$ cat config.mk
export PLATFORM = sky130hd
export DESIGN_NAME = divide_unit_flat
export DESIGN_NICKNAME = d
export VERILOG_FILES = /design/src/rtl/mips_pkg.sv /design/src/rtl/divide_unit_if.sv /design/src/rtl/divide_unit_div_step.sv /design/src/rtl/divide_unit.sv /design/src/flat_wrapper.sv
export SDC_FILE = /design/constraint.sdc
export NUM_CORES = 1
export LEC_CHECK = 0
export CAP_MARGIN = 20
export CORE_AREA = 2 2 151 153
export CTS_CLUSTER_SIZE = 10
export DETAILED_ROUTE_END_ITERATION = 7
export DIE_AREA = 0 0 153 155
export GPL_TIMING_DRIVEN = 0
export PLACE_DENSITY = 0.8
export SYNTH_ARGS = -nofsm -noshare
export SYNTH_HDL_FRONTEND = slang
export SYNTH_SLANG_ARGS = --single-unit
$ cat constraint.sdc
create_clock -name Clk -period 6.17 [get_ports Clk]
set_clock_uncertainty 0.05 [all_clocks]
set_input_delay 1.234 -clock Clk [delete_from_list [all_inputs] [get_ports Clk]]
set_output_delay 1.234 -clock Clk [all_outputs]
set_load 0.005 [all_outputs]
$ cat src/rtl/mips_pkg.sv
// Shared MIPS datapath definitions: divider FSM states and constants.
package mips_pkg;

    localparam int unsigned DIV_WIDTH = 32;
    localparam int unsigned DIV_ITERS = 32;
    localparam int unsigned DIV_CNT_W = 6;

    localparam logic [DIV_WIDTH-1:0] DIV_ZERO_QUOT = 32'hFFFFFFFF;

    typedef enum logic [1:0] {
        IDLE = 2'd0,
        CALC = 2'd1,
        FIX  = 2'd2,
        DONE = 2'd3
    } div_state_t;

endpackage : mips_pkg

$ cat src/rtl/divide_unit_if.sv
// Divider command/result bundle between the control unit (master) and divide_unit (slave).
//   Start/Signed/A/B : launch pulse, signedness and operands from the control unit
//   Hi/Lo            : remainder / quotient
//   Busy/EndDivFlag  : activity level and one-cycle completion pulse
//   DivZero          : divisor was zero on the last accepted operation
interface divide_unit_if;
    import mips_pkg::*;

    logic                 Start;
    logic                 Signed;
    logic [DIV_WIDTH-1:0] A;
    logic [DIV_WIDTH-1:0] B;
    logic [DIV_WIDTH-1:0] Hi;
    logic [DIV_WIDTH-1:0] Lo;
    logic                 Busy;
    logic                 EndDivFlag;
    logic                 DivZero;

    modport master (
        output Start, Signed, A, B,
        input  Hi, Lo, Busy, EndDivFlag, DivZero
    );

    modport slave (
        input  Start, Signed, A, B,
        output Hi, Lo, Busy, EndDivFlag, DivZero
    );

endinterface : divide_unit_if

$ cat src/rtl/divide_unit_div_step.sv
// One combinational restoring-division iteration.
//   rem/dividend_msb/divisor : current partial remainder, next dividend bit, divisor magnitude
//   rem_next/quot_bit        : updated partial remainder and the quotient bit produced
module div_step
    import mips_pkg::*;
(
    input  logic [DIV_WIDTH-1:0] rem,
    input  logic                 dividend_msb,
    input  logic [DIV_WIDTH-1:0] divisor,
    output logic [DIV_WIDTH-1:0] rem_next,
    output logic                 quot_bit
);

    logic [DIV_WIDTH:0] shifted;
    logic [DIV_WIDTH:0] trial;

    // rem < divisor always holds, so a 33-bit trial's MSB is a reliable sign bit.
    always_comb begin
        shifted  = {rem, dividend_msb};
        trial    = shifted - {1'b0, divisor};
        quot_bit = ~trial[DIV_WIDTH];
        rem_next = trial[DIV_WIDTH] ? shifted[DIV_WIDTH-1:0] : trial[DIV_WIDTH-1:0];
    end

endmodule : div_step

$ cat src/rtl/divide_unit.sv
// Sequential 32-bit DIV/DIVU unit: restoring division on magnitudes, one quotient
// bit per clock, then a sign fix-up. Quotient -> Lo, remainder -> Hi.
//   Clk, Reset : clock and synchronous active-high reset
//   bus        : divide_unit_if.slave (Start/Signed/A/B in, Hi/Lo/Busy/EndDivFlag/DivZero out)
module divide_unit
    import mips_pkg::*;
(
    input  logic          Clk,
    input  logic          Reset,
    divide_unit_if.slave  bus
);

    div_state_t           state_q, state_d;
    logic [DIV_WIDTH-1:0] rem_q, rem_d;
    logic [DIV_WIDTH-1:0] dvd_q, dvd_d;   // dividend, shifts the quotient in from the LSB
    logic [DIV_WIDTH-1:0] dsr_q, dsr_d;
    logic                 sign_a_q, sign_a_d;
    logic                 sign_b_q, sign_b_d;
    logic [DIV_CNT_W-1:0] cnt_q, cnt_d;
    logic [DIV_WIDTH-1:0] hi_q, hi_d;
    logic [DIV_WIDTH-1:0] lo_q, lo_d;
    logic                 busy_q, busy_d;
    logic                 flag_q, flag_d;
    logic                 dz_q, dz_d;

    logic [DIV_WIDTH-1:0] step_rem;
    logic                 step_qbit;

    div_step u_step (
        .rem          (rem_q),
        .dividend_msb (dvd_q[DIV_WIDTH-1]),
        .divisor      (dsr_q),
        .rem_next     (step_rem),
        .quot_bit     (step_qbit)
    );

    // State and datapath registers.
    always_ff @(posedge Clk) begin
        if (Reset) begin
            state_q  <= IDLE;
            rem_q    <= '0;
            dvd_q    <= '0;
            dsr_q    <= '0;
            sign_a_q <= 1'b0;
            sign_b_q <= 1'b0;
            cnt_q    <= '0;
            hi_q     <= '0;
            lo_q     <= '0;
            busy_q   <= 1'b0;
            flag_q   <= 1'b0;
            dz_q     <= 1'b0;
        end else begin
            state_q  <= state_d;
            rem_q    <= rem_d;
            dvd_q    <= dvd_d;
            dsr_q    <= dsr_d;
            sign_a_q <= sign_a_d;
            sign_b_q <= sign_b_d;
            cnt_q    <= cnt_d;
            hi_q     <= hi_d;
            lo_q     <= lo_d;
            busy_q   <= busy_d;
            flag_q   <= flag_d;
            dz_q     <= dz_d;
        end
    end

    // Next-state and next-output logic.
    always_comb begin
        state_d  = state_q;
        rem_d    = rem_q;
        dvd_d    = dvd_q;
        dsr_d    = dsr_q;
        sign_a_d = sign_a_q;
        sign_b_d = sign_b_q;
        cnt_d    = cnt_q;
        hi_d     = hi_q;
        lo_d     = lo_q;
        flag_d   = 1'b0;
        dz_d     = dz_q;

        unique case (state_q)
            IDLE: begin
                if (bus.Start) begin
                    if (bus.B == '0) begin
                        hi_d    = bus.A;
                        lo_d    = DIV_ZERO_QUOT;
                        dz_d    = 1'b1;
                        flag_d  = 1'b1;
                        state_d = DONE;
                    end else begin
                        sign_a_d = bus.Signed & bus.A[DIV_WIDTH-1];
                        sign_b_d = bus.Signed & bus.B[DIV_WIDTH-1];
                        // 0x80000000 negates to itself, which is the correct 2^31 magnitude.
                        dvd_d    = sign_a_d ? -bus.A : bus.A;
                        dsr_d    = sign_b_d ? -bus.B : bus.B;
                        rem_d    = '0;
                        cnt_d    = '0;
                        dz_d     = 1'b0;
                        state_d  = CALC;
                    end
                end
            end
            CALC: begin
                rem_d = step_rem;
                dvd_d = {dvd_q[DIV_WIDTH-2:0], step_qbit};
                cnt_d = cnt_q + DIV_CNT_W'(1);
                if (cnt_q == DIV_CNT_W'(DIV_ITERS - 1)) begin
                    state_d = FIX;
                end
            end
            FIX: begin
                lo_d    = (sign_a_q ^ sign_b_q) ? -dvd_q : dvd_q;
                hi_d    = sign_a_q ? -rem_q : rem_q;
                flag_d  = 1'b1;
                state_d = DONE;
            end
            DONE: begin
                state_d = IDLE;
            end
            default: begin
                state_d = IDLE;
            end
        endcase

        busy_d = (state_d != IDLE);
    end

    assign bus.Hi         = hi_q;
    assign bus.Lo         = lo_q;
    assign bus.Busy       = busy_q;
    assign bus.EndDivFlag = flag_q;
    assign bus.DivZero    = dz_q;

endmodule : divide_unit

$ cat src/flat_wrapper.sv
// flat-port wrapper written by rule: the top's interface ports become plain ports
module divide_unit_flat import mips_pkg::*;
  (Clk, Reset, bus_Start, bus_Signed, bus_A, bus_B, bus_Hi, bus_Lo, bus_Busy, bus_EndDivFlag, bus_DivZero);
  divide_unit_if bus_i ();
  input  logic Clk;
  input  logic Reset;
  input wire logic [$bits(bus_i.Start)-1:0] bus_Start;
  input wire logic [$bits(bus_i.Signed)-1:0] bus_Signed;
  input wire logic [$bits(bus_i.A)-1:0] bus_A;
  input wire logic [$bits(bus_i.B)-1:0] bus_B;
  output wire logic [$bits(bus_i.Hi)-1:0] bus_Hi;
  output wire logic [$bits(bus_i.Lo)-1:0] bus_Lo;
  output wire logic [$bits(bus_i.Busy)-1:0] bus_Busy;
  output wire logic [$bits(bus_i.EndDivFlag)-1:0] bus_EndDivFlag;
  output wire logic [$bits(bus_i.DivZero)-1:0] bus_DivZero;
  assign bus_i.Start = bus_Start;
  assign bus_i.Signed = bus_Signed;
  assign bus_i.A = bus_A;
  assign bus_i.B = bus_B;
  assign bus_Hi = bus_i.Hi;
  assign bus_Lo = bus_i.Lo;
  assign bus_Busy = bus_i.Busy;
  assign bus_EndDivFlag = bus_i.EndDivFlag;
  assign bus_DivZero = bus_i.DivZero;
  divide_unit u_core (.Clk(Clk), .Reset(Reset), .bus(bus_i));
endmodule
### Word level (Yosys, flattened, before mapping)

Index checks and enable logic that the tools add are counted.

* bits in registers: 173
* input bits: 68
* output and inout bits: 67
* word-level logic and storage cells: 66

* add/sub/neg operators: 6
* equal/unequal tests: 7
* multiplexer cells: 27
* bitwise operators: 5
* reduce and logical (&&, ||, !) cells: 9

Operators by type and width (number)
* $mux 32: 13
* $pmux 32 s2: 4
* $neg 32->32: 4
* $sub 33x32->33: 1
* $logic_not 32->1: 1
* $mux 6: 2
* $pmux 6 s2: 1
* $reduce_and 3->1: 3
* $pmux 2 s4: 1
* $add 6x1->6 const B: 1
* $eq 6x5->1 const B: 1
* $mux 2: 3
* $reduce_bool 2->1: 3
* $eq 2x2->1 const B: 2
* $ne 2x2->1 const B: 2
* $and 1x1->1: 2
* $eq 2x1->1 const B: 1
* $logic_not 2->1: 1
* $mux 1: 2
* $ne 2x1->1 const B: 1
* $not 1->1: 2
* $pmux 1 s2: 1
* $reduce_and 2->1: 1
* $xor 1x1->1: 1

### Longest topological paths before layout

* depth after elaboration: 5
* mapped depth: 13
* depth with buffers taken out: 12

### Cells and area by module

A second synthesis with hierarchy kept.

* cell total of the unflattened synthesis: 1433
* area total of the unflattened synthesis: 11487.3 um2

By module, submodules not included
* divide_unit: times used 1, cells each 1122, area each 9231.4 um2, seq. area each 3463.3 um2
* div_step: times used 1, cells each 311, area each 2255.9 um2, seq. area each 0.0 um2

### Worst setup path before layout

OpenSTA, ideal clock, no wires.

* path type: in2reg
* start: input port bus_B[20]
* end: register u_core.hi_q[26] (netlist: u_core.bus.Hi[26])
* library setup time: 0.132 ns
* arrival: 3.617 ns
* required time: 5.988 ns
* slack: 2.370 ns
* stages on the path: 8
* buffers on the path: 0
* path through: or4_1 -> nor4_1 -> nand3_1 -> or3_1 -> nor2_2 -> mux2_2 -> nand2_1 -> a21oi_1

* cells in the longest elaborated chain, start to end: 3

Ends and longest elaborated chain
* from (decl): line flat_wrapper.sv:10 `input wire logic [$bits(bus_i.B)-1:0] bus_B;`
* $logic_not 32->1: line divide_unit.sv:85 `if (bus.B == '0) begin`
* $ne 2x1->1 (no line)
* $reduce_and 3->1 (no line)
* to (signal assigned): line divide_unit.sv:60 `hi_q <= hi_d;`
* to (decl): line divide_unit.sv:20 `logic [DIV_WIDTH-1:0] hi_q, hi_d;`

No other way between the ends.
A chain may end at the register's enable or synchronous reset.

### Worst setup path in the final report

* start: input port bus_B[2]
* end: register u_core.rem_q[20]

* cells in the longest elaborated chain, start to end: 3

Ends and longest elaborated chain
* $logic_not 32->1: line divide_unit.sv:85
* $ne 2x2->1 (no line)
* $reduce_and 3->1 (no line)
* to (signal assigned): line divide_unit.sv:54 `rem_q <= rem_d;`
* to (decl): line divide_unit.sv:14 `logic [DIV_WIDTH-1:0] rem_q, rem_d;`

No other way between the ends.

==> impl_metrics.py <==
metrics = {
    "global_route": {
        "grt_pass1_vias": 10200,
        "grt_pass1_wl_um": 51900,
        "grt.total_usage_pct": 26.9,
        "grt_overflow_total": 0,
        "antenna_found_initial": 0,
        "grt_max_degree": 17,
    },
    "synth": {
        "netlist_area_sq_mm": 0.0109,
        "synth_area_leaders": "dfxtp_1 (32%), xor2_1 (6.1%), xnor2_1 (5.9%)",
        "synth_flop_cell": "dfxtp_1",
        "yosysSeqAreaShare_pct": 31.8,
        "yosys-top-cells-count": "dfxtp_1 (173), nor2_1 (169), nand2_1 (136), a21oi_1 (84), xor2_1 (76)",
        "ys_warn_count": 0,
        "yosysTopAreaCell": "dfxtp_1",
        "postSynthAreaPerCell_sq_um": 8.01,
        "synth_most_common_cell": "dfxtp_1",
        "yosysUniqueCellTypes": 73,
        "ys_async_sr_fraction_pct": 0,
        "synth_nets": 1466,
        "synth_top_area_share_pct": 31.8,
        "netlist_instances": 1360,
        "synth_edf_count": 0,
        "ys_ff_latch": 173,
    },
    "critical_path": {
        "start_kind": "input port",
        "crit_path_end_kind": "flip-flop",
        "required_ns": 6.47,
        "reg2reg_slack_ns": 1.71,
        "crit_type": "in -> reg",
        "critPathMaxFanout": 10,
        "arrival_ns": 5.09,
    },
    "cts": {
        "cts_root_buf": "clkbuf_16",
        "cts_buffer_depth": 2,
        "clk_transition_reported_paths_ns": 0.07,
        "post_cts.repair.setup_buffers": 0,
        "clkLatencyLatePin_ns": 0.43,
        "cts_tree": "built",
        "cts_hold_buf": 0,
        "cts-buffers-inserted": 17,
        "numClockSinks": 173,
        "htreeDepth": 4,
        "cts_resized": 0,
    },
    "routing": {
        "vias": 10800,
        "wl_per_cell_um": 17.8,
        "via_per_inst": 5.98,
        "ant_nets": 0,
        "drc": 5,
        "drtPass1Iterations": 8,
        "wl_um": 32300,
        "drt_iter0_markers": 1220,
    },
    "timing": {
        "rsz0062_at_grt": "false",
        "fin_crit_sh_pct": 77.6,
        "slew_headroom_pct": 38.0,
        "setup_tns_ns": 0,
        "min_period_ns": 4.79,
        "slew_violations": 0,
        "worst_hold_slack_ns": 0.403,
        "worst_pin_slew_ns": 0.922,
        "max_clock_freq_mhz": 209,
        "setup_viol": 0,
        "hold_viol_final": 0,
    },
    "die": {
        "core_area_sq_mm": 0.0222,
        "dieHeight_um": 155,
        "design.portCount": 135,
        "initial_utilization_pct": 49.0,
        "fp-row-count": 55,
        "die_x_um": 153,
        "die_area_sq_mm": 0.0237,
    },
    "final_layout": {
        "synthToLayoutAreaGrowth_pct": 20.7,
        "drive_gt1_share_pct": 4.59,
        "stdcell_area_sq_mm": 0.0132,
        "diodes": 0,
        "fin_nets": 1618,
    },
    "power_and_ir_drop": {
        "p_total_w": 0.00279,
        "powerDensity_mw_per_mm2": 212,
        "p_leak_nw": 4.91,
        "vdd_ir_drop_max_v": 0.000152,
    },
    "place": {
        "portBuffers": 133,
        "placed_cell_area_sq_mm": 0.0126,
        "hpwl_um": 25500,
        "place.gp.congestion": 0.937,
    },
    "min_path": {
        "hold_path.class": "reg -> reg",
    },
    "outcome": {
        "violations": "DRC",
        "status": "finished, violations left",
    },
    "flow_run": {
        "maxCapViolations": 0,
    },
}
==> layout by cell type, fill, tap and decap left out, drive strengths merged, types with 11 or more instances in the layout <==
cell,synthesis,routed
dfxtp,173,173
nor2,170,170
nand2,136,136
clkdlybuf4s50,0,133
clkbuf,77,96
a21oi,84,84
xor2,76,76
xnor2,73,73
o21ai,70,70
inv,50,55
a211oi,41,41
ha,37,37
a222oi,30,30
mux2i,29,29
nor3,26,26
a221oi,25,25
o31ai,21,21
nor4,19,19
nand3,17,17
a311oi,16,16
o41ai,15,15
or4,14,14
o22ai,12,12
a31oi,12,12
buf,12,12
nand2b,11,11
==> kinds of logic after synthesis <==
kind of cell | share of synthesized area (%)
and+or+nand+nor | 18.4
buffers and inverters | 5.41
DFF | 31.8
xor gates and xnor gates | 12.0
AOI/OAI and AO/OA | 25.2
adders and majority gates | 4.43
muxes | 2.77
==> registers in the layout, summed over array words and instances (netlist names) <==
signal	cells
u_core.sign_b_q	1
u_core.bus.Hi	32
u_core.dvd_q	32
u_core.rem_q	32
u_core.bus.DivZero	1
u_core.cnt_q	6
u_core.dsr_q	32
u_core.bus.Busy	1
u_core.sign_a_q	1
u_core.bus.EndDivFlag	1
u_core.bus.Lo	32
u_core.state_q	2
==> report_power, final <==
part           switching, W  internal [W]
sequential        0.0000331       0.00115
combinational      0.000321      0.000222
clock              0.000480      0.000575
total              0.000834       0.00195
==> worst max-delay path, cell delays in order <==
cell and delay, ns:
clkdlybuf4s50_1 0.51, nor4_1 0.47, nor3b_1 0.39, and3_1 0.21
buf_2 0.16, nand3_1 0.31, o41ai_4 0.82, nor2b_1 0.24
clkbuf_1 0.21, clkbuf_1 0.36, nand2_1 0.10, o21ai_0 0.08
==> worst paths after layout <==
| path | from | endpoint | depth (start not counted) |
|---|---|---|---|
| max | bus_B[2] | u_core.rem_q[20] | 12 |
| min | u_core.dsr_q[31] | u_core.dsr_q[31] | 2 |
| max reg2reg | u_core.dvd_q[31] | u_core.rem_q[26] | 13 |
| min reg2reg | u_core.dsr_q[31] | u_core.dsr_q[31] | 2 |
==> per-stage QoR <==
step,utilization [%],instances,setup slack (ns)
6_report,59.2,1810,1.38
2_1_floorplan,-,1360,2.37
5_1_grt,59.2,1810,1.23
3_5_place_dp,56.6,1778,1.07
3_3_place_gp,56.6,1778,1.18
4_1_cts,59.2,1810,1.49
==> final cells by class <==
class	instances	area (sq um)
fill	2028	9070
clock inverter	13	129
multi-input combinational	1047	6840
inverter	50	188
tap	285	357
sequential	173	3460
timing repair buffer	133	1330
buffer	90	402
clock buffer	19	443
==> routing by layer <==
layer	vias up	global-route usage (%)	routed length [um]
met5	-	0	0
met4	0	11.6	1230
met3	88	3.93	2350
met2	467	46.8	15300
met1	4995	33.4	13400
li1	5276	-	-
Note: power is estimated with default switching activity, not from simulation.
